<file path="src/rtl/mem_access_unit_pkg.sv">
// Shared types and constants for the memory-stage access unit.
// State encodings are fixed so debug tooling can decode o_state directly.
package mem_access_unit_pkg;

    localparam int DATA_W = 16;
    localparam int RD_W   = 4;

    typedef enum logic [1:0] {
        IDLE  = 2'd0,
        BUSY  = 2'd1,
        DONE  = 2'd2,
        FAULT = 2'd3
    } state_t;

endpackage

</file>
<file path="src/rtl/mem_access_unit_sat_counter.sv">
// Saturating up-counter: holds at all-ones instead of wrapping.
module sat_counter #(
    parameter int CNT_W = 16
) (
    input  logic             i_clock,
    input  logic             i_rst,
    input  logic             i_inc,
    output logic [CNT_W-1:0] o_out
);

    logic [CNT_W-1:0] r_count;

    always_ff @(posedge i_clock or posedge i_rst) begin
        if (i_rst) begin
            r_count <= '0;
        end else if (i_inc && (r_count != '1)) begin
            r_count <= r_count + CNT_W'(1);
        end
    end

    assign o_out = r_count;

endmodule

</file>
<file path="src/rtl/mem_access_unit.sv">
// Memory stage: issues req/ack data-memory accesses for loads/stores and
// stalls the pipeline (o_pipe_write = 0) while an access is outstanding.
module mem_access_unit
    import mem_access_unit_pkg::*;
#(
    parameter int TIMEOUT_CYCLES = 64,
    parameter int CNT_W          = 16
) (
    input  logic              i_clock,
    input  logic              i_rst,
    input  logic              i_mem2reg,
    input  logic              i_memwrite,
    input  logic              i_regwrite_in,
    input  logic [DATA_W-1:0] i_mem_aluout,
    input  logic [DATA_W-1:0] i_mem_b,
    input  logic [RD_W-1:0]   i_rd_in,
    output logic              o_pipe_write,
    output logic              o_dmem_req,
    output logic              o_dmem_we,
    output logic [DATA_W-1:0] o_dmem_addr,
    output logic [DATA_W-1:0] o_dmem_wdata,
    input  logic [DATA_W-1:0] i_dmem_rdata,
    input  logic              i_dmem_ack,
    output logic [DATA_W-1:0] o_wb_data,
    output logic [RD_W-1:0]   o_wb_rd,
    output logic              o_wb_regwrite,
    output logic              o_mem_fault,
    output logic [CNT_W-1:0]  o_stall_cycles,
    output state_t            o_state
);

    localparam int TO_W = (TIMEOUT_CYCLES > 1) ? $clog2(TIMEOUT_CYCLES) : 1;
    localparam logic [TO_W-1:0] TO_LAST = TO_W'(TIMEOUT_CYCLES - 1);

    state_t            r_state;
    state_t            w_next_state;
    logic [TO_W-1:0]   r_to_cnt;
    logic              r_dmem_req;
    logic              r_dmem_we;
    logic [DATA_W-1:0] r_dmem_addr;
    logic [DATA_W-1:0] r_dmem_wdata;
    logic [DATA_W-1:0] r_rdata_q;
    logic              r_mem_fault;
    logic              w_access;
    logic              w_conflict;
    logic              w_timeout;
    logic              w_pipe_write;
    logic [DATA_W-1:0] w_wb_data;

    assign w_access   = i_mem2reg | i_memwrite;
    assign w_conflict = i_mem2reg & i_memwrite;
    assign w_timeout  = (r_to_cnt == TO_LAST);

    always_ff @(posedge i_clock or posedge i_rst) begin
        if (i_rst) begin
            r_state <= IDLE;
        end else begin
            r_state <= w_next_state;
        end
    end

    always_comb begin
        w_next_state = r_state;
        w_pipe_write = 1'b0;
        w_wb_data    = i_mem_aluout;
        case (r_state)
            IDLE: begin
                w_pipe_write = ~w_access;
                if (w_conflict) begin
                    w_next_state = FAULT;
                end else if (w_access) begin
                    w_next_state = BUSY;
                end
            end
            BUSY: begin
                if (i_dmem_ack) begin
                    w_next_state = DONE;
                end else if (w_timeout) begin
                    w_next_state = FAULT;
                end
            end
            DONE: begin
                // Single release cycle; the next instruction arrives in IDLE.
                w_pipe_write = 1'b1;
                w_next_state = IDLE;
                if (!r_dmem_we) begin
                    w_wb_data = r_rdata_q;
                end
            end
            FAULT: begin
                w_next_state = FAULT;
            end
            default: begin
                w_next_state = IDLE;
            end
        endcase
    end

    always_ff @(posedge i_clock or posedge i_rst) begin
        if (i_rst) begin
            r_to_cnt     <= '0;
            r_dmem_req   <= 1'b0;
            r_dmem_we    <= 1'b0;
            r_dmem_addr  <= '0;
            r_dmem_wdata <= '0;
            r_rdata_q    <= '0;
            r_mem_fault  <= 1'b0;
        end else begin
            case (r_state)
                IDLE: begin
                    if (w_conflict) begin
                        r_mem_fault <= 1'b1;
                    end else if (w_access) begin
                        r_dmem_addr  <= i_mem_aluout;
                        r_dmem_wdata <= i_mem_b;
                        r_dmem_we    <= i_memwrite;
                        r_dmem_req   <= 1'b1;
                        r_to_cnt     <= '0;
                    end
                end
                BUSY: begin
                    if (i_dmem_ack) begin
                        r_rdata_q  <= i_dmem_rdata;
                        r_dmem_req <= 1'b0;
                    end else if (w_timeout) begin
                        r_dmem_req  <= 1'b0;
                        r_mem_fault <= 1'b1;
                    end else begin
                        r_to_cnt <= r_to_cnt + TO_W'(1);
                    end
                end
                default: begin
                end
            endcase
        end
    end

    sat_counter #(
        .CNT_W (CNT_W)
    ) u_stall_cnt (
        .i_clock (i_clock),
        .i_rst   (i_rst),
        .i_inc   (~w_pipe_write),
        .o_out   (o_stall_cycles)
    );

    assign o_pipe_write  = w_pipe_write;
    assign o_dmem_req    = r_dmem_req;
    assign o_dmem_we     = r_dmem_we;
    assign o_dmem_addr   = r_dmem_addr;
    assign o_dmem_wdata  = r_dmem_wdata;
    assign o_wb_data     = w_wb_data;
    assign o_wb_rd       = i_rd_in;
    assign o_wb_regwrite = i_regwrite_in & ~r_mem_fault;
    assign o_mem_fault   = r_mem_fault;
    assign o_state       = r_state;

endmodule
</file>
<file path="config.mk">
export PLATFORM = sky130hd
export DESIGN_NAME = mem_access_unit
export DESIGN_NICKNAME = d
export VERILOG_FILES = /design/src/rtl/mem_access_unit_pkg.sv /design/src/rtl/mem_access_unit_sat_counter.sv /design/src/rtl/mem_access_unit.sv
export SDC_FILE = /design/constraint.sdc
export NUM_CORES = 1
export LEC_CHECK = 0
export ABC_AREA = 1
export BUFFER_PORTS_ARGS = -buffer_cell sky130_fd_sc_hd__buf_4
export CORE_MARGIN = 1
export CORE_UTILIZATION = 40
export CTS_CLUSTER_SIZE = 10
export DETAILED_ROUTE_END_ITERATION = 6
export HOLD_SLACK_MARGIN = 0.05
export PLACE_DENSITY_LB_ADDON = 0.05
export SLEW_MARGIN = 5
export SYNTH_ARGS = -nofsm -noshare
export SYNTH_HDL_FRONTEND = slang
export SYNTH_SLANG_ARGS = --single-unit
</file>
<file path="constraint.sdc">
create_clock -name i_clock -period 2.1 [get_ports i_clock]
set_input_delay 0.105 -clock i_clock [delete_from_list [all_inputs] [get_ports i_clock]]
set_output_delay 0.105 -clock i_clock [all_outputs]
set_load 0.02 [all_outputs]
</file>
* Word-level counts from Yosys, hierarchy flattened
Cells that the tools add are included.
** Operators by class
- $add $sub $neg :: 2
- Equality and inequality tests :: 13
- Mux-type cells :: 22
- Bitwise operators :: 7
- Reductions and logical operators :: 9
** Operators with widths (count)
- two-way mux 16 bit :: 2
- two-way mux 6 bit :: 4
- adder 16 x 1 -> 16 bit, second input constant :: 1
- inequality test 16 bit, second input constant :: 1
- inequality test 2 bit, second input constant :: 6
- case mux 6 bit (2 select lines) :: 1
- two-way mux 2 bit :: 4
- case mux 2 bit (4 select lines) :: 1
- AND reduction 4 bit :: 2
- two-way mux 1 bit :: 7
- adder 6 x 1 -> 6 bit, second input constant :: 1
- == test 6 bit, second input constant :: 1
- inequality test 3 bit, second input constant :: 2
- case mux 1 bit (2 select lines) :: 3
- AND reduction 5 bit :: 1
- == test 2 bit, second input constant :: 2
- NOT 1 bit :: 4
- AND reduction 2 bit :: 2
- AND reduction 3 bit :: 1
- bitwise AND 1 bit :: 2
- == test 2 x 1 -> 1 bit, second input constant :: 1
- zero test 2 bit :: 1
- nonzero test 2 bit :: 1
- logical AND 1 bit :: 1
- bitwise OR 1 bit :: 1
** Storage, ports and cells
- Bits in registers :: 75
- Input port bits :: 58
- Output and inout port bits :: 75
- Logic and storage cells :: 62

* Longest topological paths before layout
- Word-level depth :: 5
- Gate-level depth with buffers :: 10
- Gate-level depth less buffers :: 9

* Hierarchy
A second synthesis with hierarchy kept.
** Unflattened totals
- Cells, all modules :: 492
- Area total of the unflattened synthesis :: 3863.7 um^2
** Modules (own cells, without submodules)
- mem_access_unit :: times used 1, cells an instance 342, area each 2793.9 um^2, sequential area each 1476.4 um^2
- sat_counter :: times used 1, cells an instance 150, area each 1069.8 um^2, sequential area each 400.4 um^2

* Worst setup path after synthesis
OpenSTA, ideal clock, no wires.
- Kind :: register -> register
- Start point :: register u_stall_cnt.r_count[1], in the netlist u_stall_cnt.o_out[1]
- End point :: register u_stall_cnt.r_count[2], in the netlist u_stall_cnt.o_out[2]
- Setup time :: 0.127 ns
- Arrival time :: 1.444 ns
- Data required time :: 1.973 ns
- Slack :: 0.528 ns
- Cell stages (with the launch flop) :: 8
- Buffers on the path :: 1
- Clock period less this slack :: 1.572 ns
- Cells stage by stage :: dfrtp_1 ha_1 nand2_1 nor2_1 nand2_1 o21ai_2 buf_4 o21ai_0
** Between the ends
- Word-level cells in the longest chain between the ends :: 2
- Elaborated cells between the ends (all ways) :: 3
- Those cells by class :: add/sub (1); eq/ne (1); reduce/logical (1)
** Ends and longest elaborated chain
- from (decl) :: RTL line mem_access_unit_sat_counter.sv:11 : logic [CNT_W-1:0] r_count;
- from (signal assigned) :: RTL line mem_access_unit_sat_counter.sv:17 : r_count <= r_count + CNT_W'(1);
- branches (longest 2 deep; another with adder 16 x 1 -> 16 bit)
Several ways; the timed one is not identified.
A chain may end at the register's enable or synchronous reset.

* Worst setup path in the final report
- Start point :: register r_state[1], in the netlist o_state[1]
- End point :: output port o_wb_data[5]
** Between the ends
- Word-level cells in the longest chain between the ends :: 2
** Ends and longest elaborated chain
- from (decl) :: RTL line mem_access_unit.sv:35 : state_t r_state;
- from (signal assigned) :: RTL line mem_access_unit.sv:58 : r_state <= w_next_state;
- == test 2 bit :: RTL line mem_access_unit.sv:66 : case (r_state)
- two-way mux 16 bit :: RTL line mem_access_unit.sv:66
- to (decl) :: RTL line mem_access_unit.sv:24 : output logic [DATA_W-1:0] o_wb_data,
No other way between the ends.

==> flow_metrics.py <==
metrics = {
    "routing": {
        "detailroute.via_count": 3264,
        "drtPass1Iterations": 4,
        "routed_wl_um": 8980,
        "post_drt_wl_per_cell_um": 13.1,
        "drtAntennaViolNets": 0,
        "drt_iter0_markers": 52,
        "vias_per_cell": 4.74,
        "drc": 0,
    },
    "finish": {
        "multiInputGateArea_um2": 1490,
        "diodes": 0,
        "fin_nets": 637,
        "drive_gt1_share_pct": 34.0,
        "nFillCells": 793,
        "regArea_um2": 1880,
        "finalInstanceArea_um2": 5360,
        "area_delta_synth_final_pct": 48.6,
    },
    "yosys": {
        "postSynth.asyncResetShare_pct": 100,
        "ys_warn_count": 0,
        "yosysTopAreaCell": "dfrtp_1",
        "yosysMostFrequentCell": "nand2_1",
        "synth_edf_count": 0,
        "syn_nets": 459,
        "synth_ff_type": "dfrtp_1",
        "synthTopCellsByArea": "dfrtp_1 (52%), nand2_1 (12%), mux2_2 (10%)",
        "synthCells": 397,
        "netlist_top_cells_count": "nand2_1 (117), dfrtp_1 (75), o21ai_0 (48)",
        "syn_avg_cell_area_um2": 9.08,
        "netlist.area_leader.share_pct": 52.0,
        "synth_cell_types": 30,
        "syn_area_um2": 3610,
        "synth_seq_cells": 75,
        "ys_seq_area_share_pct": 52.0,
    },
    "setup_path": {
        "r2r-end": "u_stall_cnt.o_out[11]",
        "worstSetupPathType": "flop to output pin",
        "startpoint_type": "flop",
        "reg2reg_slack_ps": 490,
        "cp-end-kind": "output pin",
        "cp_max_fo": 32,
        "worstPathArrival_ps": 1650,
        "rr_worst_depth": 9,
        "startpoint": "o_state[1]",
        "worstReg2RegStart": "u_stall_cnt.o_out[0]",
        "required_ps": 2000,
    },
    "clock_tree": {
        "clock_latency_ps": 340,
        "clockRootBuffer": "clkbuf_8",
        "cts_made_buffers": 9,
        "cts_sinks": 75,
        "clk_pin_slew_ps": 80,
        "h-tree-depth": 3,
        "cts_resized": 0,
        "clockBufferDepth": 2,
        "cts_tree": "built",
    },
    "min_path": {
        "min_from": "i_memwrite",
        "hold_depth": 3,
        "hold_class": "input port to flop",
        "holdPathEnd": "o_dmem_we",
    },
    "die": {
        "die_w_um": 96.9,
        "initial_core_util_pct": 41.3,
        "row_count": 34,
        "ioPinCount": 133,
        "die_h_um": 96.9,
        "die_area_um2": 9400,
        "core_area_um2": 8720,
    },
    "job": {
        "maxCapViolations": 0,
    },
    "grt": {
        "grt_max_degree": 33,
        "antenna_found_initial": 0,
        "grt_pass1_vias": 3257,
        "grt.overflow.total": 0,
        "track_usage_pct": 20.1,
        "grt_pass1_wl_um": 15000,
    },
    "pwr": {
        "p_total_mw": 6.60,
        "ir_worst_vdd_mv": 0.729,
        "p_per_area_nw_per_um2": 1230,
        "p_leak_nw": 2.64,
    },
    "sta": {
        "worst_pin_slew_ps": 488,
        "setup_viol": 0,
        "worst_hold_slack_ps": 69.6,
        "hold_viol_final": 0,
        "period_share_pct": 83.7,
        "drv_slew": 0,
        "slew_headroom_pct": 67.4,
        "max_freq_mhz": 569,
        "skew_ps": 9.54,
        "min_period_ps": 1760,
        "tns_ps": 0,
        "rsz0062_at_grt": "no",
    },
    "placement": {
        "io_buffers": 124,
        "hpwl_um": 6180,
        "place.gp.congestion": 0.775,
        "dpl-instance-area_um2": 4680,
    },
    "status": {
        "status": "complete, no violations",
    },
}
==> power by group <==
group          internal, mW  switching (mW)
clock network         0.550           0.553
registers              2.02           0.384
logic                  1.41            1.68
==> cell type report <==
type	count	area share [%]
clock buffer	10	2.38
tap	108	2.52
multi-input combinational	267	27.8
timing repair buffer	182	28.3
clock inverter	6	1.19
sequential	75	35.0
inverter	40	2.80
==> sequential cells by signal (all words and copies together), names as in the netlist <==
signal and count:
o_dmem_addr 16, o_dmem_req 1, o_dmem_wdata 16, o_dmem_we 1, o_mem_fault 1, o_state 2, r_rdata_q 16, r_to_cnt 6
u_stall_cnt.o_out 16
==> worst max path at each step <==
stage,end,slack (ps),depth (start not counted)
after floorplan,o_dmem_addr[0],90,1
after global placement,u_stall_cnt.o_out[11],610,9
after detailed placement,u_stall_cnt.o_out[11],510,9
after CTS,o_wb_data[5],310,6
after global routing,o_wb_data[3],180,6
final,o_wb_data[5],340,6
==> cell families after synthesis <==
kind of cell	after synthesis	synth area share [%]
AO/OA/AOI/OAI	53	7.60
XOR/XNOR	7	1.70
adder cells (fa/ha/maj)	4	1.39
buffers and inverters	55	6.80
flip-flops	75	52.0
multiplexers	32	9.99
AND/OR/NAND/NOR	171	20.5
==> repair_timing <==
action	in CTS	in global routing
hold buffers	49	0
setup buffers	0	0
endpoints found under the setup margin	0	0
endpoints found under the hold margin	67	0
==> cell usage in the layout, fill, tap and decap left out, drive strengths merged <==
cell	count
buf	133
nand2	118
dfrtp	75
o21ai	50
dlygate4sd3	49
inv	41
mux2	32
nor2	27
nand3	15
clkbuf	10
xnor2	6
nand4	5
ha	4
or2	2
nand3b	2
clkinv	2
clkinvlp	2
a22oi	1
xor2	1
a21boi	1
nor2b	1
nor3	1
a21oi	1
bufinv	1
==> stage by stage <==
stage / utilization, % / instances / setup slack [ps]
global placement: 53.6 / 623 / 614
CTS: 61.4 / 688 / 312
detailed placement: 53.6 / 623 / 513
floorplan: - / 397 / 85.0
finish: 61.4 / 688 / 343
global route: 61.4 / 688 / 177
==> per-layer routing <==
layer  track usage, %  part of all wire (%)  vias up
met2             33.5                    50       83
met3             3.03                   3.8       19
met1             25.5                    44     1533
li1                 -                     -     1629
met5                0                     0        -
met4             9.41                   2.4        0
==> worst max-delay path: stages (launching register included) <==
cell	delay, ps
dfrtp_1	440
inv_2	90
nor3_2	100
buf_4	310
nand2_1	100
o21ai_0	90
buf_4	170
Note: power is estimated with default switching activity, not from simulation.
